**config.mk**
```make
export PLATFORM = sky130hd
export DESIGN_NAME = full_adder_core_flat
export DESIGN_NICKNAME = d
export VERILOG_FILES = /design/src/rtl/full_adder_core_pkg.sv /design/src/rtl/full_adder_core_if.sv /design/src/rtl/full_adder_core_cell.sv /design/src/rtl/full_adder_core.sv /design/src/flat_wrapper.sv
export SDC_FILE = /design/constraint.sdc
export NUM_CORES = 1
export LEC_CHECK = 0
export ABC_CLOCK_PERIOD_IN_PS = 1700
export BUFFER_PORTS_ARGS = -buffer_cell sky130_fd_sc_hd__clkbuf_2
export CAP_MARGIN = 20
export CORE_AREA = 2 2 39 41
export CTS_CLUSTER_DIAMETER = 60
export DETAILED_ROUTE_END_ITERATION = 6
export DIE_AREA = 0 0 41 43
export HOLD_SLACK_MARGIN = 0.15
export MAX_ROUTING_LAYER = met4
export PLACE_DENSITY = 0.3
export SLEW_MARGIN = 40
export SYNTH_ARGS = -nofsm -noshare
export SYNTH_HDL_FRONTEND = slang
export SYNTH_SLANG_ARGS = --single-unit
```
**constraint.sdc**
```tcl
create_clock -name clk -period 1.7 [get_ports clk]
set_clock_uncertainty 0.15 [all_clocks]
set_input_delay 0.085 -clock clk [delete_from_list [all_inputs] [get_ports clk]]
set_output_delay 0.085 -clock clk [all_outputs]
set_load 0.02 [all_outputs]
```
**src/rtl/full_adder_core_pkg.sv**
```systemverilog
// Shared constants and a reference add for full_adder_core.
// The optional signed-overflow ports are enabled by FULL_ADDER_CORE_OVF_EN.
package full_adder_pkg;

  localparam int FA_WIDTH_DEFAULT = 1;
  localparam int FA_WIDTH_MAX     = 64;

  // Golden {cout,sum}: operands must already fit in `width` bits, so bit
  // `width` of the result is the carry out and every higher bit is zero.
  function automatic logic [FA_WIDTH_MAX:0] fa_ref(
    input logic [FA_WIDTH_MAX-1:0] a,
    input logic [FA_WIDTH_MAX-1:0] b,
    input logic                    cin
  );
    logic [FA_WIDTH_MAX:0] full;
    full = {1'b0, a} + {1'b0, b} + {{FA_WIDTH_MAX{1'b0}}, cin};
    return full;
  endfunction

endpackage

```
**src/rtl/full_adder_core_if.sv**
```systemverilog
// Operand/result bundle for full_adder_core; master drives operands, slave is the adder.
// ovf/ovf_q exist only under FULL_ADDER_CORE_OVF_EN.
interface full_adder_core_if
  import full_adder_pkg::*;
#(
  parameter int WIDTH = FA_WIDTH_DEFAULT
);
  logic [WIDTH-1:0] a;
  logic [WIDTH-1:0] b;
  logic             cin;
  logic             in_valid;
  logic [WIDTH-1:0] sum;
  logic             cout;
  logic [WIDTH-1:0] sum_q;
  logic             cout_q;
  logic             out_valid;
`ifdef FULL_ADDER_CORE_OVF_EN
  logic             ovf;
  logic             ovf_q;
`endif

  modport master (
    output a, b, cin, in_valid,
    input  sum, cout, sum_q, cout_q, out_valid
`ifdef FULL_ADDER_CORE_OVF_EN
    , input ovf, ovf_q
`endif
  );

  modport slave (
    input  a, b, cin, in_valid,
    output sum, cout, sum_q, cout_q, out_valid
`ifdef FULL_ADDER_CORE_OVF_EN
    , output ovf, ovf_q
`endif
  );

endinterface

```
**src/rtl/full_adder_core_cell.sv**
```systemverilog
// fa_cell: 1-bit gate-level full adder, the leaf of the ripple chain.
module fa_cell (
  input  logic a,
  input  logic b,
  input  logic cin,
  output logic sum,
  output logic cout
);
  assign sum  = a ^ b ^ cin;
  assign cout = (a & b) | (a & cin) | (b & cin);
endmodule

```
**src/rtl/full_adder_core.sv**
```systemverilog
// Ripple-carry adder with a live combinational result and a one-cycle registered copy.
// FULL_ADDER_CORE_OVF_EN adds combinational/registered two's-complement overflow.
module full_adder_core
  import full_adder_pkg::*;
#(
  parameter int WIDTH = FA_WIDTH_DEFAULT
) (
  input  logic             clk,
  input  logic             rst,
  full_adder_core_if.slave io
);

  logic [WIDTH:0]   c;
  logic [WIDTH-1:0] s;

  assign c[0] = io.cin;

  for (genvar i = 0; i < WIDTH; i++) begin : g_cell
    fa_cell u_cell (
      .a    (io.a[i]),
      .b    (io.b[i]),
      .cin  (c[i]),
      .sum  (s[i]),
      .cout (c[i+1])
    );
  end

  assign io.sum  = s;
  assign io.cout = c[WIDTH];

  logic [WIDTH-1:0] sum_d, sum_q;
  logic             cout_d, cout_q;
  logic             vld_d, vld_q;
`ifdef FULL_ADDER_CORE_OVF_EN
  logic             ovf;
  logic             ovf_d, ovf_q;

  // Carry into and out of the sign bit disagree exactly on signed overflow.
  assign ovf = c[WIDTH] ^ c[WIDTH-1];
`endif

  // Result registers hold when idle; only the valid flag drops.
  always_comb begin
    sum_d  = sum_q;
    cout_d = cout_q;
    vld_d  = io.in_valid;
`ifdef FULL_ADDER_CORE_OVF_EN
    ovf_d  = ovf_q;
`endif
    if (io.in_valid) begin
      sum_d  = s;
      cout_d = c[WIDTH];
`ifdef FULL_ADDER_CORE_OVF_EN
      ovf_d  = ovf;
`endif
    end
  end

  always_ff @(posedge clk or posedge rst) begin
    if (rst) begin
      sum_q  <= '0;
      cout_q <= 1'b0;
      vld_q  <= 1'b0;
`ifdef FULL_ADDER_CORE_OVF_EN
      ovf_q  <= 1'b0;
`endif
    end else begin
      sum_q  <= sum_d;
      cout_q <= cout_d;
      vld_q  <= vld_d;
`ifdef FULL_ADDER_CORE_OVF_EN
      ovf_q  <= ovf_d;
`endif
    end
  end

  assign io.sum_q     = sum_q;
  assign io.cout_q    = cout_q;
  assign io.out_valid = vld_q;
`ifdef FULL_ADDER_CORE_OVF_EN
  assign io.ovf       = ovf;
  assign io.ovf_q     = ovf_q;
`endif

endmodule

```
**src/flat_wrapper.sv**
```systemverilog
// flat-port wrapper written by rule: the top's interface ports become plain ports
module full_adder_core_flat import full_adder_pkg::*;
#(
  parameter int WIDTH = FA_WIDTH_DEFAULT
)
  (clk, rst, io_a, io_b, io_cin, io_in_valid, io_sum, io_cout, io_sum_q, io_cout_q, io_out_valid);
  full_adder_core_if #(.WIDTH(WIDTH)) io_i ();
  input  logic clk;
  input  logic rst;
  input wire logic [$bits(io_i.a)-1:0] io_a;
  input wire logic [$bits(io_i.b)-1:0] io_b;
  input wire logic [$bits(io_i.cin)-1:0] io_cin;
  input wire logic [$bits(io_i.in_valid)-1:0] io_in_valid;
  output wire logic [$bits(io_i.sum)-1:0] io_sum;
  output wire logic [$bits(io_i.cout)-1:0] io_cout;
  output wire logic [$bits(io_i.sum_q)-1:0] io_sum_q;
  output wire logic [$bits(io_i.cout_q)-1:0] io_cout_q;
  output wire logic [$bits(io_i.out_valid)-1:0] io_out_valid;
  assign io_i.a = io_a;
  assign io_i.b = io_b;
  assign io_i.cin = io_cin;
  assign io_i.in_valid = io_in_valid;
  assign io_sum = io_i.sum;
  assign io_cout = io_i.cout;
  assign io_sum_q = io_i.sum_q;
  assign io_cout_q = io_i.cout_q;
  assign io_out_valid = io_i.out_valid;
  full_adder_core #(.WIDTH(WIDTH)) u_core (.clk(clk), .rst(rst), .io(io_i));
endmodule
```
# Yosys cells after proc, flatten, opt, wreduce, memory -nomap -nowiden
# Cells that the tools add are included.
[totals]
elab_cells = 10
regBits = 3
[op_classes]
n_bitwise = 7
[ops]
columns = ["cell", "count"]
rows = [
  ["bitwise AND 1 bit", 3],
  ["OR 1 bit", 2],
  ["bitwise XOR 1 bit", 2],
]

# Logic depth before layout (Yosys ltp)
# Gate-level depths: netlist of the first run.
[logic_depth]
word_depth = 3
depth_mapped = 2

# Hierarchy
# Synthesis of the first run repeated with hierarchy kept, for this count alone.
[unflattened]
cells_unflattened = 7
area_unflattened_um2 = 121.4
[by_module_without_submodules]
columns = ["module", "cells_each", "area_per_inst_um2", "n_inst", "seq_area_each_um2"]
rows = [
  ["full_adder_core", 6, 101.3, 1, 75.1],
  ["fa_cell", 1, 20.0, 1, 0.0],
]

# Least setup slack after synthesis of the first run
# Ideal clock, no wire load.
[synth_path]
path_kind = "input to register"
from = "input io_cin"
to = "register u_core.sum_q, in the netlist u_core.io.sum_q"
arrival_ns = 0.962
n_path_buf = 0
path_stages = 2
setup_slack_ns = 0.463
cell_sequence = "fa_1 > mux2_2"
[synth_via]
elab_chain_cells = 1
[synth_lines]
columns = ["item", "line_no", "rtl"]
rows = [
  ["from (decl)", "flat_wrapper.sv:12", "input wire logic [$bits(io_i.cin)-1:0] io_cin;"],
  ["bitwise XOR 1 bit", "full_adder_core_cell.sv:9", "assign sum = a ^ b ^ cin;"],
  ["to (signal assigned)", "full_adder_core.sv:68", "sum_q <= sum_d;"],
  ["to (decl)", "full_adder_core.sv:31", "logic [WIDTH-1:0] sum_d, sum_q;"],
]
# Every way passes these cells.
# A chain may end at the register's enable or synchronous reset.

# Final worst setup path of the first run
[layout_path]
from = "input io_a"
to = "output io_sum"
[layout_via]
elab_chain_cells = 2
[layout_lines]
columns = ["item", "line_no", "rtl"]
rows = [
  ["from (decl)", "flat_wrapper.sv:10", "input wire logic [$bits(io_i.a)-1:0] io_a;"],
  ["bitwise XOR 1 bit (2 in a row)", "full_adder_core_cell.sv:9", ""],
  ["to (decl)", "flat_wrapper.sv:14", "output wire logic [$bits(io_i.sum)-1:0] io_sum;"],
]
# Every way passes these cells.

==> out/qor.txt, run 1 <==
HP Class -> input port to flop
Clock Tree Root -> clkbuf_4
TritonCTS clock tree -> built
Kind of start point of the critical path -> input port
Htree depth -> 1
Max cap viols -> 0
Vias per cell -> 3.07
Iter 0 DRT Violations -> 0
Antenna-violating nets left -> 0
Min Tclk post-route -> 1.64 ns
Max Slew Vio Count -> 0
CTS Buffer Depth -> 2
Post-Syn Nets -> 14
Setup Crit Path Kind -> input port to output port
Power Density -> 1060 nW/um^2
Core Rows -> 14
Peak VDD IR -> 348 uV
Post-CTS setup buffer count -> 0
Vias in the first global route -> 122
Max frequency -> 0.609 GHz
Worst slack at placement -> 0.468 ns
N_diodes -> 0
Post-route DRC -> 0
Worst rel slew slack -> 91.5%
Clk sink count -> 3
Die Ht -> 43 um
Required time of the critical path -> 1.46 ns
Routed WL per cell -> 7.95 um
Non-filler cells, final -> 41
Crit path DAT -> 1.41 ns
Syn. warnings -> 0
Port bufs -> 10
FILL cells -> 163
Final weighted congestion in routability-driven placement -> 0.553
Register bit count reported by yosys -> 3
Post-Syn Instances -> 7
Die area -> 1760 sq um
Chip Width -> 41 um
Setup TNS -> 0 ns
Initial core utilization -> 8.77%
Syn_area_per_cell -> 17.3 sq um
Largest stage delay, worst path -> 0.54 ns
Setup WS post-layout -> 0.0583 ns
# placed instances -> 33
Reg clk slew, reported paths -> 0.04 ns
TritonCTS Buffers -> 3
First-pass GRT wire length -> 489 um
Final Hold Fails -> 0
Total number of vias -> 126
Largest net degree at the start of global routing -> 4
Post-Layout Inst Area -> 258 sq um
Max FO, Critical Path -> 2
Tot GR Track Use -> 5.16%
Setup Viol. Count Final -> 0
Core area -> 1380 sq um
Mapped cell area -> 121 sq um
Drt pass-1 iters -> 1
Register area share after synthesis -> 61.9%
Total wire length -> 326 um
RSZ-0062 raised after global routing -> false
Crit path top cell by count -> clkbuf_2
Top Ports -> 11
Share of layout cells above drive strength 1 -> 60.0%
Post-synthesis cell type count -> 4
Slew @ Worst Pin -> 0.128 ns
Grt total ovfl -> 0
Static Leak -> 0.129 nW
Worst-skew pair later-pin latency -> 0.23 ns
Post-placement cell area -> 191 sq um
NumNets Final -> 33
Worst path cell trace -> dlygate4sd3_1 > clkbuf_2 > fa_1 > clkbuf_2
Area growth, synth to finish -> 112%
Crit. End Element -> output port
Status -> finished clean
Initial antenna violation count -> 0
CP max stage cell -> dlygate4sd3_1
Final period utilization -> 96.6%
[per-layer routing]
| metal | vias to the layer above | global-route usage (%) | wire length, um |
|---|---|---|---|
| met5 | - | - | 0 |
| met4 | 0 | 6.00 | 0 |
| met3 | 0 | 5.76 | 75 |
| met2 | 14 | 4.38 | 119 |
| met1 | 55 | 5.19 | 131 |
| li1 | 57 | - | - |
[worst paths after layout]
path                       cells after the start  slack (ns)             start               end
max                                            4        0.06              io_a            io_sum
min                                            3        0.16              io_b   u_core.io.sum_q
max reg2reg                                    1        0.80  u_core.io.cout_q  u_core.io.cout_q
min reg2reg                                    1        0.35   u_core.io.sum_q   u_core.io.sum_q
max in group asynchronous                      4        0.63               rst  u_core.io.cout_q
min in group asynchronous                      4        0.64               rst   u_core.io.sum_q
[state kept, by name, summed over array words and instances (netlist names)]
name,flops
u_core.io.out_valid,1
u_core.io.cout_q,1
u_core.io.sum_q,1
[kinds of logic after synthesis]
group                    share of synthesized area (%)
multiplexers                                      18.6
flip-flops                                        61.9
buffers and inverters                             3.09
adder cells (fa/ha/maj)                           16.5
[Yosys cell counts (all sizes together)]
cell type,instances,share of area [%]
dfrtp,3,62
mux2,2,19
fa,1,16
inv,1,3.1
[metrics by stage]
stage                     power (W)  hold WS [ns]  util [%]
after floorplan            0.000120        -0.311         -
after global placement     0.000141        -0.216      13.8
after detailed placement   0.000144        -0.210      13.8
after CTS                  0.000280         0.160      18.6
after global routing       0.000293         0.188      18.6
final                      0.000274         0.162      18.6
[cell type report]
class / instances / area [sq um] / share of cell area (%)
clock buffers: 4 / 26.3 / 10.2
inverters: 1 / 3.75 / 1.46
multi-input cells: 3 / 42.5 / 16.5
flip-flops and latches: 3 / 75.1 / 29.1
well taps: 16 / 20.0 / 7.77
repair buffers: 14 / 90.1 / 35.0
[layout by cell type, fill, tap and decap left out, drive strengths merged]
master / n
clkbuf: 14
dfrtp: 3
dlygate4sd3: 4
fa: 1
inv: 1
mux2: 2
[critical path, delay by kind of cell]
| kind | cells | cell delay (ns) |
|---|---|---|
| buf+inv | 3 | 0.82 |
| fa+ha+maj | 1 | 0.50 |
[power by group]
| part | internal, W | switching, W |
|---|---|---|
| Sequential | 0.0000808 | 0.00000379 |
| Clock | 0.0000880 | 0.0000371 |
| Combinational | 0.0000289 | 0.0000353 |
| Total | 0.000198 | 0.0000762 |
[timing repair]
action	in CTS	in global routing
endpoints found under the setup margin	0	0
gates resized for setup	0	0
endpoints found under the hold margin	6	0
hold buffers	4	0
Note: power is estimated with default switching activity, not from simulation.
==> run 2: changes to the inputs <==
--- a/config.mk
+++ b/config.mk
@@ -5,7 +5,8 @@
 export SDC_FILE = /design/constraint.sdc
 export NUM_CORES = 1
 export LEC_CHECK = 0
-export ABC_CLOCK_PERIOD_IN_PS = 1700
+export ABC_AREA = 1
+export ABC_CLOCK_PERIOD_IN_PS = 1300
 export BUFFER_PORTS_ARGS = -buffer_cell sky130_fd_sc_hd__clkbuf_2
 export CAP_MARGIN = 20
 export CORE_AREA = 2 2 39 41
@@ -14,7 +15,7 @@
 export DIE_AREA = 0 0 41 43
 export HOLD_SLACK_MARGIN = 0.15
 export MAX_ROUTING_LAYER = met4
-export PLACE_DENSITY = 0.3
+export PLACE_DENSITY = 0.31
 export SLEW_MARGIN = 40
 export SYNTH_ARGS = -nofsm -noshare
 export SYNTH_HDL_FRONTEND = slang
==> constraint.sdc (replaced) <==
create_clock -name clk -period 1.3 [get_ports clk]
set_clock_uncertainty 0.15 [all_clocks]
set_input_delay 0.065 -clock clk [delete_from_list [all_inputs] [get_ports clk]]
set_output_delay 0.065 -clock clk [all_outputs]
set_load 0.02 [all_outputs]
==> run 2 against run 1 <==
  * Area after synthesis is 3.1% higher
  * Final cell count is 9.8% higher
  * Largest power group unchanged
  * Clock-buffer cell count stayed put
  * Worst setup slack better by 0.15 ns
  * Combinational power is 15% higher
==> out/qor.txt, run 2 <==
Status -> finished clean
Worst-skew pair later-pin latency -> 0.23 ns (about the same)
First-pass GRT wire length -> 538 um (+10%)
Drt pass-1 iters -> 4 (+3)
Final weighted congestion in routability-driven placement -> 0.593 (+7.1%)
Setup Viol. Count Final -> 0 (unchanged)
Area growth, synth to finish -> 101%
Cell taking the most area after synthesis -> dfrtp_1
Share of layout cells above drive strength 1 -> 44.8% (-15 points)
Tot GR Track Use -> 5.26% (+0.098 points)
CP startpoint -> io_cin
Prevailing post-synth register cell -> dfrtp_1
Slew @ Worst Pin -> 0.120 ns (-0.00809 ns)
Power Density -> 1360 nW/um^2 (+28%)
Most common cell after layout, fill and taps aside -> clkbuf_2
Post-route DRC -> 0 (unchanged)
Share of the synthesized area in the top cell type -> 60.0% (-1.9 points)
Total wire length -> 332 um (+1.8%)
Max cap viols -> 0 (unchanged)
Initial antenna violation count -> 0 (unchanged)
NetSw -> 0.0000939 W (+23%)
Static Leak -> 0.141 nW (+9.2%)
NumNets Final -> 37 (+12%)
Post-Layout Inst Area -> 251 sq um (-2.4%)
Reg clk slew, reported paths -> 0.03 ns (about the same)
TritonCTS clock tree -> built
Core area -> 1380 sq um (unchanged)
Worst slack at placement -> 0.203 ns (-0.265 ns)
Seq pwr share -> 31.7% (+0.8 points)
Setup WS post-layout -> 0.208 ns (+0.149 ns)
CTS Buffer Depth -> 2 (unchanged)
Vias per cell -> 2.91 (-5.3%)
Setup TNS -> 0 ns (unchanged)
Pint -> 0.000248 W (+25%)
Register area share after synthesis -> 60.0% (-1.9 points)
Antenna-violating nets left -> 0 (unchanged)
HP Class -> input port to flop
Most frequent cells in the layout -> clkbuf_2 (10), nand2_1 (6), clkbuf_4 (3), dlygate4sd3_1 (3), dfrtp_1 (3)
Grt total ovfl -> 0 (unchanged)
Syn_area_per_cell -> 10.4 sq um (-40%)
Post-placement cell area -> 195 sq um (+2.0%)
Post-synthesis cell type count -> 4 (unchanged)
Top Ports -> 11 (unchanged)
Required time of the critical path -> 1.09 ns (-0.37 ns)
Chip Width -> 41 um (unchanged)
Final period utilization -> 84.0%
Clk sink count -> 3 (unchanged)
Final Hold Fails -> 0 (unchanged)
Setup Crit Path Kind -> input port to output port
Worst setup endpoint -> io_sum
Crit path DAT -> 0.88 ns (-0.53 ns)
EDFF count, synth -> 0 (unchanged)
Top post-synthesis cells by count -> nand2_1 (6), dfrtp_1 (3), inv_1 (2)
Most frequent cell after synthesis -> nand2_1
Max frequency -> 0.916 GHz
Register bit count reported by yosys -> 3 (unchanged)
Die area -> 1760 sq um (unchanged)
Max FO, Critical Path -> 2 (unchanged)
Max Slew Vio Count -> 0 (unchanged)
Die Ht -> 43 um (unchanged)
Vias in the first global route -> 158 (+30%)
TritonCTS Buffers -> 3 (unchanged)
Reg2reg start -> u_core.io.cout_q
Worst rel slew slack -> 92.0% (+0.49 points)
Crit. End Element -> output port
Min-delay src -> io_a
Synth top area cells -> dfrtp_1 (60%), nand2_1 (18%), fa_1 (16%)
Htree depth -> 1 (unchanged)
Core Rows -> 14 (unchanged)
Worst R2R Path Depth -> 2 (+1)
Mapped cell area -> 125 sq um (+3.1%)
Port bufs -> 10 (unchanged)
Syn. warnings -> 0 (unchanged)
CTS-repair resized insts -> 0 (unchanged)
Routed WL per cell -> 7.38 um (-7.2%)
Logic pwr share -> 21.6% (-1.8 points)
Sw frac -> 27.5% (-0.37 points)
Peak VDD IR -> 192 uV (-45%)
Kind of start point of the critical path -> input port
Total number of vias -> 131 (+4.0%)
Post-CTS setup buffer count -> 0 (unchanged)
Iter 0 DRT Violations -> 3 (+3)
Clock Tree Root -> clkbuf_4
FFs w/ async S/R, synth -> 100% (unchanged)
Initial core utilization -> 9.04% (+0.27 points)
Post-Syn Nets -> 19 (+5)
Min Tclk post-route -> 1.09 ns
Post-Syn Instances -> 12 (+5)
Worst R2R Setup Slack -> 0.56 ns (-0.24 ns)
RSZ-0062 raised after global routing -> false
N_diodes -> 0 (unchanged)
Worst r2r dst -> u_core.io.cout_q
Cts hold-fix bufs -> 3 (-1)
Clock Power Share -> 46.7% (+1.0 points)
Largest net degree at the start of global routing -> 5 (+1)
-- run 2: layout make-up --
| type | count | area (sq um) |
|---|---|---|
| tap | 16 | 20.0 |
| fill | 160 | 1130 |
| multi-input combinational | 7 | 42.5 |
| clock buffer | 4 | 26.3 |
| inverter | 2 | 7.51 |
| sequential | 3 | 75.1 |
| timing repair buffer | 13 | 80.1 |
-- run 2: how the worst min path moves through the flow --
stage                          end  slack, ns  depth (start not counted)
2_1_floorplan     u_core.io.cout_q      -0.33                          1
3_3_place_gp   u_core.io.out_valid      -0.24                          2
6_report           u_core.io.sum_q       0.09                          4
3_5_place_dp   u_core.io.out_valid      -0.23                          2
4_1_cts            u_core.io.sum_q       0.09                          4
5_1_grt            u_core.io.sum_q       0.13                          4
-- run 2: kinds of logic (layout without fill, tap and decap cells) --
family | Yosys count | after routing | share of synthesized area [%]
fa+ha+maj | 1 | 1 | 16.0
buf+inv | 2 | 19 | 6.00
flops | 3 | 3 | 60.0
simple gates | 6 | 6 | 18.0
-- run 2: critical path, cell delays in order --
cell and delay, ns:
clkbuf_2 0.09, fa_1 0.55, clkbuf_2 0.17
-- run 2: per-layer routing --
metal / up-vias / part of all wire, % / track usage, %
li1: 67 / - / -
met3: 0 / 17 / 1.57
met4: 0 / 0 / 8.00
met2: 11 / 41 / 6.88
met1: 53 / 42 / 4.53
met5: - / 0 / -
-- run 2: metrics by stage --
stage	std cells	utilization, %	hold WS, ns	power, W
5_1_grt	45	18.2	0.132	0.000369
3_5_place_dp	38	14.1	-0.231	0.000177
4_1_cts	45	18.2	0.0887	0.000354
6_report	45	18.2	0.0904	0.000342
3_3_place_gp	38	14.1	-0.238	0.000176
2_1_floorplan	12	-	-0.331	0.000150
-- run 2: power by group through the flow --
stage	logic, W	clock network [W]	registers (W)
after floorplan	0.0000285	0	0.000122
after global placement	0.0000667	0	0.000109
after detailed placement	0.0000675	0	0.000110
after CTS	0.0000746	0.000171	0.000109
after global routing	0.0000819	0.000177	0.000109
final	0.0000738	0.000160	0.000108
